`src/rtl/mips_pkg.sv`:
```
// Shared MIPS pipeline definitions: memory-window defaults, fetch FSM states
// and the IF/ID pipeline register layout.
package mips_pkg;

    localparam logic [31:0] DEFAULT_RESET_PC  = 32'h0000_3000;
    localparam logic [31:0] DEFAULT_IMEM_BASE = 32'h0000_3000;
    localparam logic [31:0] DEFAULT_IMEM_LAST = 32'h0000_4000;

    localparam logic [31:0] NOP = 32'h0000_0000;

    typedef enum logic {
        RUN,
        FAULT
    } fetch_state_e;

    typedef struct packed {
        logic        valid;
        logic [31:0] ins;
        logic [31:0] pc;
        logic [31:0] pc4;
    } if_id_t;

    // Empty IF/ID slot: decode sees a NOP that is marked invalid.
    localparam if_id_t IF_ID_BUBBLE = '{valid: 1'b0, ins: NOP, pc: 32'h0, pc4: 32'h0};

endpackage

```
`src/rtl/pc_range_check.sv`:
```
// Combinational fetch-address legality check: word aligned and inside the
// instruction-memory window (unsigned, both bounds inclusive).
module pc_range_check
    import mips_pkg::*;
#(
    parameter logic [31:0] IMEM_BASE = DEFAULT_IMEM_BASE,
    parameter logic [31:0] IMEM_LAST = DEFAULT_IMEM_LAST
) (
    input  logic [31:0] pc,
    output logic        valid
);

    logic aligned;
    logic inWindow;

    assign aligned  = (pc[1:0] == 2'b00);
    assign inWindow = (pc >= IMEM_BASE) && (pc <= IMEM_LAST);
    assign valid    = aligned && inWindow;

endmodule

```
`src/rtl/fetch_stage.sv`:
```
// MIPS instruction-fetch stage: PC register, IF/ID capture, stall, redirect
// and out-of-window fault handling. Macro FETCH_DELAY_SLOT_EN keeps the
// delay-slot instruction on redirect; otherwise it is replaced by a bubble.
module fetch_stage
    import mips_pkg::*;
#(
    parameter logic [31:0] RESET_PC  = DEFAULT_RESET_PC,
    parameter logic [31:0] IMEM_BASE = DEFAULT_IMEM_BASE,
    parameter logic [31:0] IMEM_LAST = DEFAULT_IMEM_LAST
) (
    input  logic        clk,
    input  logic        rst_n,
    input  logic        stall,
    input  logic        redirect,
    input  logic [31:0] redirect_pc,
    output logic [31:0] ins_addr,
    input  logic [31:0] ins,
    output logic        if_id_valid,
    output logic [31:0] if_id_ins,
    output logic [31:0] if_id_pc,
    output logic [31:0] if_id_pc4,
    output logic        fetch_fault,
    output logic [31:0] fault_pc
);

    fetch_state_e state_q, state_d;
    logic [31:0]  pc_q, pc_d;
    logic [31:0]  faultPc_q, faultPc_d;
    if_id_t       ifId_q, ifId_d;

    logic         pcValid;
    logic [31:0]  pcPlus4;
    if_id_t       fetched;

    assign pcPlus4 = pc_q + 32'd4;
    assign fetched = '{valid: 1'b1, ins: ins, pc: pc_q, pc4: pcPlus4};

    pc_range_check #(
        .IMEM_BASE (IMEM_BASE),
        .IMEM_LAST (IMEM_LAST)
    ) uRangeCheck (
        .pc    (pc_q),
        .valid (pcValid)
    );

    // Stall has priority over everything, then the fault check, so a
    // redirect arriving with a bad PC is dropped and the fault is reported.
    always_comb begin
        state_d   = state_q;
        pc_d      = pc_q;
        faultPc_d = faultPc_q;
        ifId_d    = ifId_q;
        unique case (state_q)
            RUN: begin
                if (!stall) begin
                    if (!pcValid) begin
                        ifId_d    = IF_ID_BUBBLE;
                        faultPc_d = pc_q;
                        state_d   = FAULT;
                    end else if (redirect) begin
`ifdef FETCH_DELAY_SLOT_EN
                        ifId_d = fetched;
`else
                        ifId_d = IF_ID_BUBBLE;
`endif
                        pc_d   = redirect_pc;
                    end else begin
                        ifId_d = fetched;
                        pc_d   = pcPlus4;
                    end
                end
            end
            FAULT: begin
                ifId_d = IF_ID_BUBBLE;
                if (redirect && !stall) begin
                    pc_d    = redirect_pc;
                    state_d = RUN;
                end
            end
        endcase
    end

    always_ff @(posedge clk or negedge rst_n) begin
        if (!rst_n) begin
            state_q   <= RUN;
            pc_q      <= RESET_PC;
            faultPc_q <= 32'h0;
            ifId_q    <= IF_ID_BUBBLE;
        end else begin
            state_q   <= state_d;
            pc_q      <= pc_d;
            faultPc_q <= faultPc_d;
            ifId_q    <= ifId_d;
        end
    end

    assign ins_addr    = pc_q;
    assign if_id_valid = ifId_q.valid;
    assign if_id_ins   = ifId_q.ins;
    assign if_id_pc    = ifId_q.pc;
    assign if_id_pc4   = ifId_q.pc4;
    assign fetch_fault = (state_q == FAULT);
    assign fault_pc    = faultPc_q;

endmodule

```
`config.mk`:
```
export PLATFORM = sky130hd
export DESIGN_NAME = fetch_stage
export DESIGN_NICKNAME = d
export VERILOG_FILES = /design/src/rtl/mips_pkg.sv /design/src/rtl/pc_range_check.sv /design/src/rtl/fetch_stage.sv
export SDC_FILE = /design/constraint.sdc
export NUM_CORES = 1
export LEC_CHECK = 0
export ABC_AREA = 0
export BUFFER_PORTS_ARGS = -buffer_cell sky130_fd_sc_hd__buf_2
export CAP_MARGIN = 20
export CORE_UTILIZATION = 55
export CTS_CLUSTER_DIAMETER = 30
export CTS_CLUSTER_SIZE = 12
export DETAILED_ROUTE_END_ITERATION = 10
export PLACE_DENSITY = 0.86
export SLEW_MARGIN = 20
export SYNTH_ARGS = -nofsm -noshare
export SYNTH_HDL_FRONTEND = slang
export SYNTH_HIERARCHICAL = 1
export SYNTH_SLANG_ARGS = --single-unit
export TNS_END_PERCENT = 1
```
`constraint.sdc`:
```
create_clock -name clk -period 6.3 [get_ports clk]
set_input_delay 1.26 -clock clk [delete_from_list [all_inputs] [get_ports clk]]
set_output_delay 1.26 -clock clk [all_outputs]
set_load 0.1 [all_outputs]
```
After elaboration in Yosys (flattened, before gate mapping)
Cells that the tools add are included. W data, S select, Z words.

Register bits after elaboration: 162. Input port bits: 68. Output and inout bits: 162. Word-level logic and storage cells: 36.

Add/subtract/negate cells: 1. Magnitude comparators: 2. Eq/ne operators: 3. Multiplexer cells: 13. Bitwise operators: 3. Reduce and logical (&&, ||, !) cells: 7.

Operators with widths (number): $mux W97 (3); $pmux W97 S2 (1); $mux W32 (4); $pmux W32 S2 (1); $add A32 B3 Y32 const B (1); $ge A32 B14 Y1 const B (1); $le A32 B15 Y1 const B (1); $reduce_and A3 Y1 (2); $ne A2 B2 Y1 const B (2); $logic_and A1 B1 Y1 (3); $mux W1 (3); $not A1 Y1 (3); $logic_not A2 Y1 (1); $ne A2 B1 Y1 const B (1); $pmux W1 S2 (1); $logic_not A1 Y1 (1).

Depth between registers and ports, before layout
Depth after elaboration: 6. Depth in mapped cells: 9. Mapped depth without buffers: 7.

Modules after synthesis
Netlist, hierarchy kept.

By module, submodules not included: fetch_stage (instances 1, cells each 620, area each 7035.5 um^2, seq. area each 4006.3 um^2); pc_range_check (instances 1, cells each 14, area each 107.6 um^2, seq. area each 0.0 um^2).

Worst setup path before layout
No wires, ideal clock.

Kind: register to register. Start point: register pc_q[14], in the netlist ins_addr[14]. End point: register pc_q[27], in the netlist ins_addr[27]. Library setup time: 0.087 ns. Data arrival time: 3.341 ns. Data required time: 6.213 ns. Slack: 2.872 ns. Stages on the path, launching flop included: 9. Path buffers: 1. Clock period less this slack: 3.428 ns. Path through: dfrtp_1 -> nor4b_2 -> nand4_1 -> a2111oi_1 -> or4b_4 -> buf_6 -> or3_1 -> or3_1 -> o211ai_1.

Word-level cells in the longest chain between the ends: 5. Elaborated cells between the ends (all ways): 11. Those cells by class: add/sub (1); order compare (2); eq/ne (1); mux (4); reduce/logical (3).

Ends and longest elaborated chain: start: declaration (RTL line fetch_stage.sv:27) `logic [31:0] pc_q, pc_d;`; start signal: assignment (RTL line fetch_stage.sv:91) `pc_q <= pc_d;`; $ge A32 B14 Y1 / $le A32 B15 Y1 (equally long branches) (RTL line pc_range_check.sv:17) `assign inWindow = (pc >= IMEM_BASE) && (pc <= IMEM_LAST);`; $logic_and A1 B1 Y1 (*) (RTL line pc_range_check.sv:17); $logic_and A1 B1 Y1 (*) (RTL line pc_range_check.sv:18) `assign valid = aligned && inWindow;`; via pcValid (RTL line fetch_stage.sv:31) `logic pcValid;`; $ne A2 B2 Y1 (no source line) (*); $reduce_and A3 Y1 (no source line) (*).

The timed path passes the listed nets; every way through them passes the cells marked *. The select of a mux whose other input is x is not followed. A chain may end at the register's enable or synchronous reset.

Worst setup path in the final report
Start point: register pc_q[17], in the netlist ins_addr[17]. End point: register pc_q[18], in the netlist ins_addr[18].

Same word-level chain as after synthesis.

==> results.sh <==
export IMPL_status="finished clean"
export IMPL_finalPower_mw=4.89
export IMPL_start_util_pct=56.6
export IMPL_ant_nets=0
export IMPL_p_leak_nw=4.35
export IMPL_met1_length_microns=8390
export IMPL_regArea_sq_um=4010
export IMPL_tns_ns=0
export IMPL_ys_async_sr_fraction_pct=100
export IMPL_grt_pass1_wl_microns=32700
export IMPL_synth_compound_area_share_pct=17.0
export IMPL_area_delta_synth_final_pct=24.9
export IMPL_yosys_area_share_xor_xnor_pct=1.59
export IMPL_dp_hpwl_microns=14100
export IMPL_crit_chain="nor4_1, nand4_1, a2111oi_1, mux2i_1, nor2_1, buf_4, mux2i_1, o211ai_1"
export IMPL_track_usage_pct=32.2
export IMPL_die_h_microns=116
export IMPL_num_io_pins=230
export IMPL_multi_input_area_sq_um=2880
export IMPL_synth_area_sq_um=7140
export IMPL_clock_fmax_ghz=0.254
export IMPL_drv_slew=0
export IMPL_sw_frac_of_total_pct=53.4
export IMPL_yosysTopAreaCell="dfrtp_1"
export IMPL_coreArea_sq_um=12600
export IMPL_hold_violations=0
export IMPL_drv_cap=0
export IMPL_yosys_warnings=6
export IMPL_synth_nets=703
export IMPL_final_nets=895
export IMPL_worst_setup_path_end_kind="flop"
export IMPL_final_setup_viol_count=0
export IMPL_fillers=943
export IMPL_numCtsBuffers=17
export IMPL_ys_ff_latch=160
export IMPL_hold_buffers=0
export IMPL_grt_antenna_before_repair=1
export IMPL_row_count=41
export IMPL_met3RoutedLength_microns=1920
export IMPL_synthMuxAreaShare_pct=5.78
export IMPL_firstDrtPassIters=5
export IMPL_grt_max_degree=102
export IMPL_die_area_sq_um=13400
export IMPL_comb_power_share_pct=45.7
export IMPL_synth_area_leaders="dfrtp_1 55%, a22o_1 7.2%, mux2_2 5.4%, nand2_1 3.8%, o211ai_1 2.6%"
export IMPL_cts_sinks=160
export IMPL_synthSimpleGateAreaFrac_pct=15.3
export IMPL_cts_tree="built"
export IMPL_ir_drop_v=0.000468
export IMPL_rsz0062_at_grt="no"
export IMPL_gp_congestion=0.836
export IMPL_drc=0
export IMPL_internal_power_mw=2.28
export IMPL_wire_per_inst_microns=21.1
export IMPL_worstMarginPinSlew_ns=1.11
export IMPL_htree_num_levels=4
export IMPL_synth_fa_ha_area_share_pct=0.175
export IMPL_syn_inst=634
export IMPL_dpl_cell_area_sq_um=8300
export IMPL_yosysUniqueCellTypes=52
export IMPL_synthFlopType="dfrtp_1"
export IMPL_synth_edff_count=0
export IMPL_critPathKind="flop to flop"
export IMPL_drive_gt1_share_pct=38.1
export IMPL_post_route_cell_area_sq_um=8920
export IMPL_yosysSeqAreaShare_pct=56.1
export IMPL_first_global_vias=6056
export IMPL_min_period_ns=3.93
export IMPL_num_vias=6398
export IMPL_cp_slowest_cell="a2111oi_1"
export IMPL_avgSynthCellArea_sq_um=11.3
export IMPL_drtIter0Drc=669
export IMPL_slew_headroom_pct=25.9
export IMPL_post_cts_resized=0
export IMPL_p_seq_share_pct=32.4
export IMPL_cp_required_ns=6.59
export IMPL_powerDensity_nw_per_um2=548
export IMPL_gr_total_overflow=0
export IMPL_synth_common_cells="158 x dfrtp_1, 72 x nand2_1, 59 x a22o_1"
export IMPL_synth_most_common_cell="dfrtp_1"
export IMPL_synth_top_family_by_area="compound AO/OA/AOI/OAI gates"
export IMPL_finalWirelength_microns=21300
export IMPL_timing_final_crit_share_pct=62.4
export IMPL_postCtsSetupBuffers=0
export IMPL_root_buffer="clkbuf_16"
export IMPL_power_share_clock_pct=21.9
export IMPL_synth_top_area_share_pct=55.4
export IMPL_wl_met2_microns=10200
export IMPL_skew_ns=0.00724
export IMPL_critPathMaxStageDelay_ns=0.81
export IMPL_clk_path_buf_depth=2
export IMPL_worstPathArrival_ns=4.22
export IMPL_cp_max_fo=16
export IMPL_die_w_microns=116
export IMPL_p_switching_mw=2.61
export IMPL_top_layer="met4"
export IMPL_viasPerCell=6.32
export IMPL_portBuffers=229
export IMPL_hold_class="flop to flop"
export IMPL_clock_latency_ns=0.42
export IMPL_path_common_cell="mux2i_1"
export IMPL_clk_pin_slew_ns=0.06
export IMPL_startpoint_type="flop"
## power groups by stage
stage	sequential, mW	combinational [mW]	clock [mW]
floorplan	2.83	0.535	0
global placement	1.57	2.20	0
detailed placement	1.59	2.23	0
CTS	1.57	2.23	1.08
global route	1.62	2.31	1.12
finish	1.58	2.24	1.07
## layer usage
metal  global-route usage, %  up-vias
met5                       0        -
met4                    15.4        0
met3                    7.22       60
met2                    51.1      404
met1                    42.3     3168
li1                        -     2766
## final timing paths
kind / depth (start not counted) / to / slack [ns] / from
min: 2 / if_id_pc[18] / 0.47 / if_id_pc[18]
min reg2reg: 2 / if_id_pc[18] / 0.47 / if_id_pc[18]
max in group asynchronous: 2 / fault_pc[16] / 3.98 / rst_n
max reg2reg: 8 / ins_addr[18] / 2.37 / ins_addr[17]
max: 8 / ins_addr[18] / 2.37 / ins_addr[17]
min in group asynchronous: 1 / ins_addr[9] / 0.93 / rst_n
## metrics by stage
stage,hold WS [ns],cells,setup WS [ns],utilization (%)
after detailed placement,0.459,979,2.57,65.8
final,0.471,1012,2.37,70.7
after CTS,0.473,1011,2.52,70.7
after floorplan,0.769,634,2.87,-
after global routing,0.497,1012,2.18,70.7
after global placement,0.456,979,2.66,65.8
## layout make-up
cell class	instances	share of cell area, %
Clock inverter	9	1.46
Inverter	1	0.0421
Clock buffer	23	5.47
Tap cell	172	2.41
Multi-Input combinational cell	411	32.3
Timing Repair Buffer	235	13.4
Sequential cell	160	44.9
Antenna cell	1	0.0280
## flip-flops by register name (all words and copies together) (netlist names)
register	count
if_id_pc4	30
if_id_ins	32
if_id_valid	1
fault_pc	32
ins_addr	32
if_id_pc	32
fetch_fault	1
## placed cells by master, fill, tap and decap left out, types with 5 or more instances in the layout
cell and count:
a22oi_1 11, a22o_1 59, nor2_1 14, xor2_1 9
nand2_1 72, o21ai_0 23, or4_4 7, a2bb2oi_1 8
and2_1 6, nand4_1 21, a21oi_1 12, buf_2 228
dfrtp_1 158, mux2_2 34, o211ai_1 25, or4_1 5
buf_4 6, clkbuf_16 17, nand3_1 32, o22ai_1 6
and4_1 9
## worst max-delay path: cells and delay by family, from the launching register on
family          cells  cell delay (ns)
simple gates        3             1.33
compound gates      2             0.94
flops               1             0.61
mux                 2             0.60
buf+inv             1             0.30
## cells by family (layout without fill, tap and decap cells)
logic type / Yosys count / in the layout
AND/OR/NAND/NOR: 199 / 199
AO/OA/AOI/OAI: 161 / 161
flip-flops: 160 / 160
buffers and inverters: 63 / 268
multiplexers: 37 / 37
XOR/XNOR: 13 / 13
adder cells (fa/ha/maj): 1 / 1
other: 0 / 1
No activity file was read; power rests on OpenSTA's default activity.
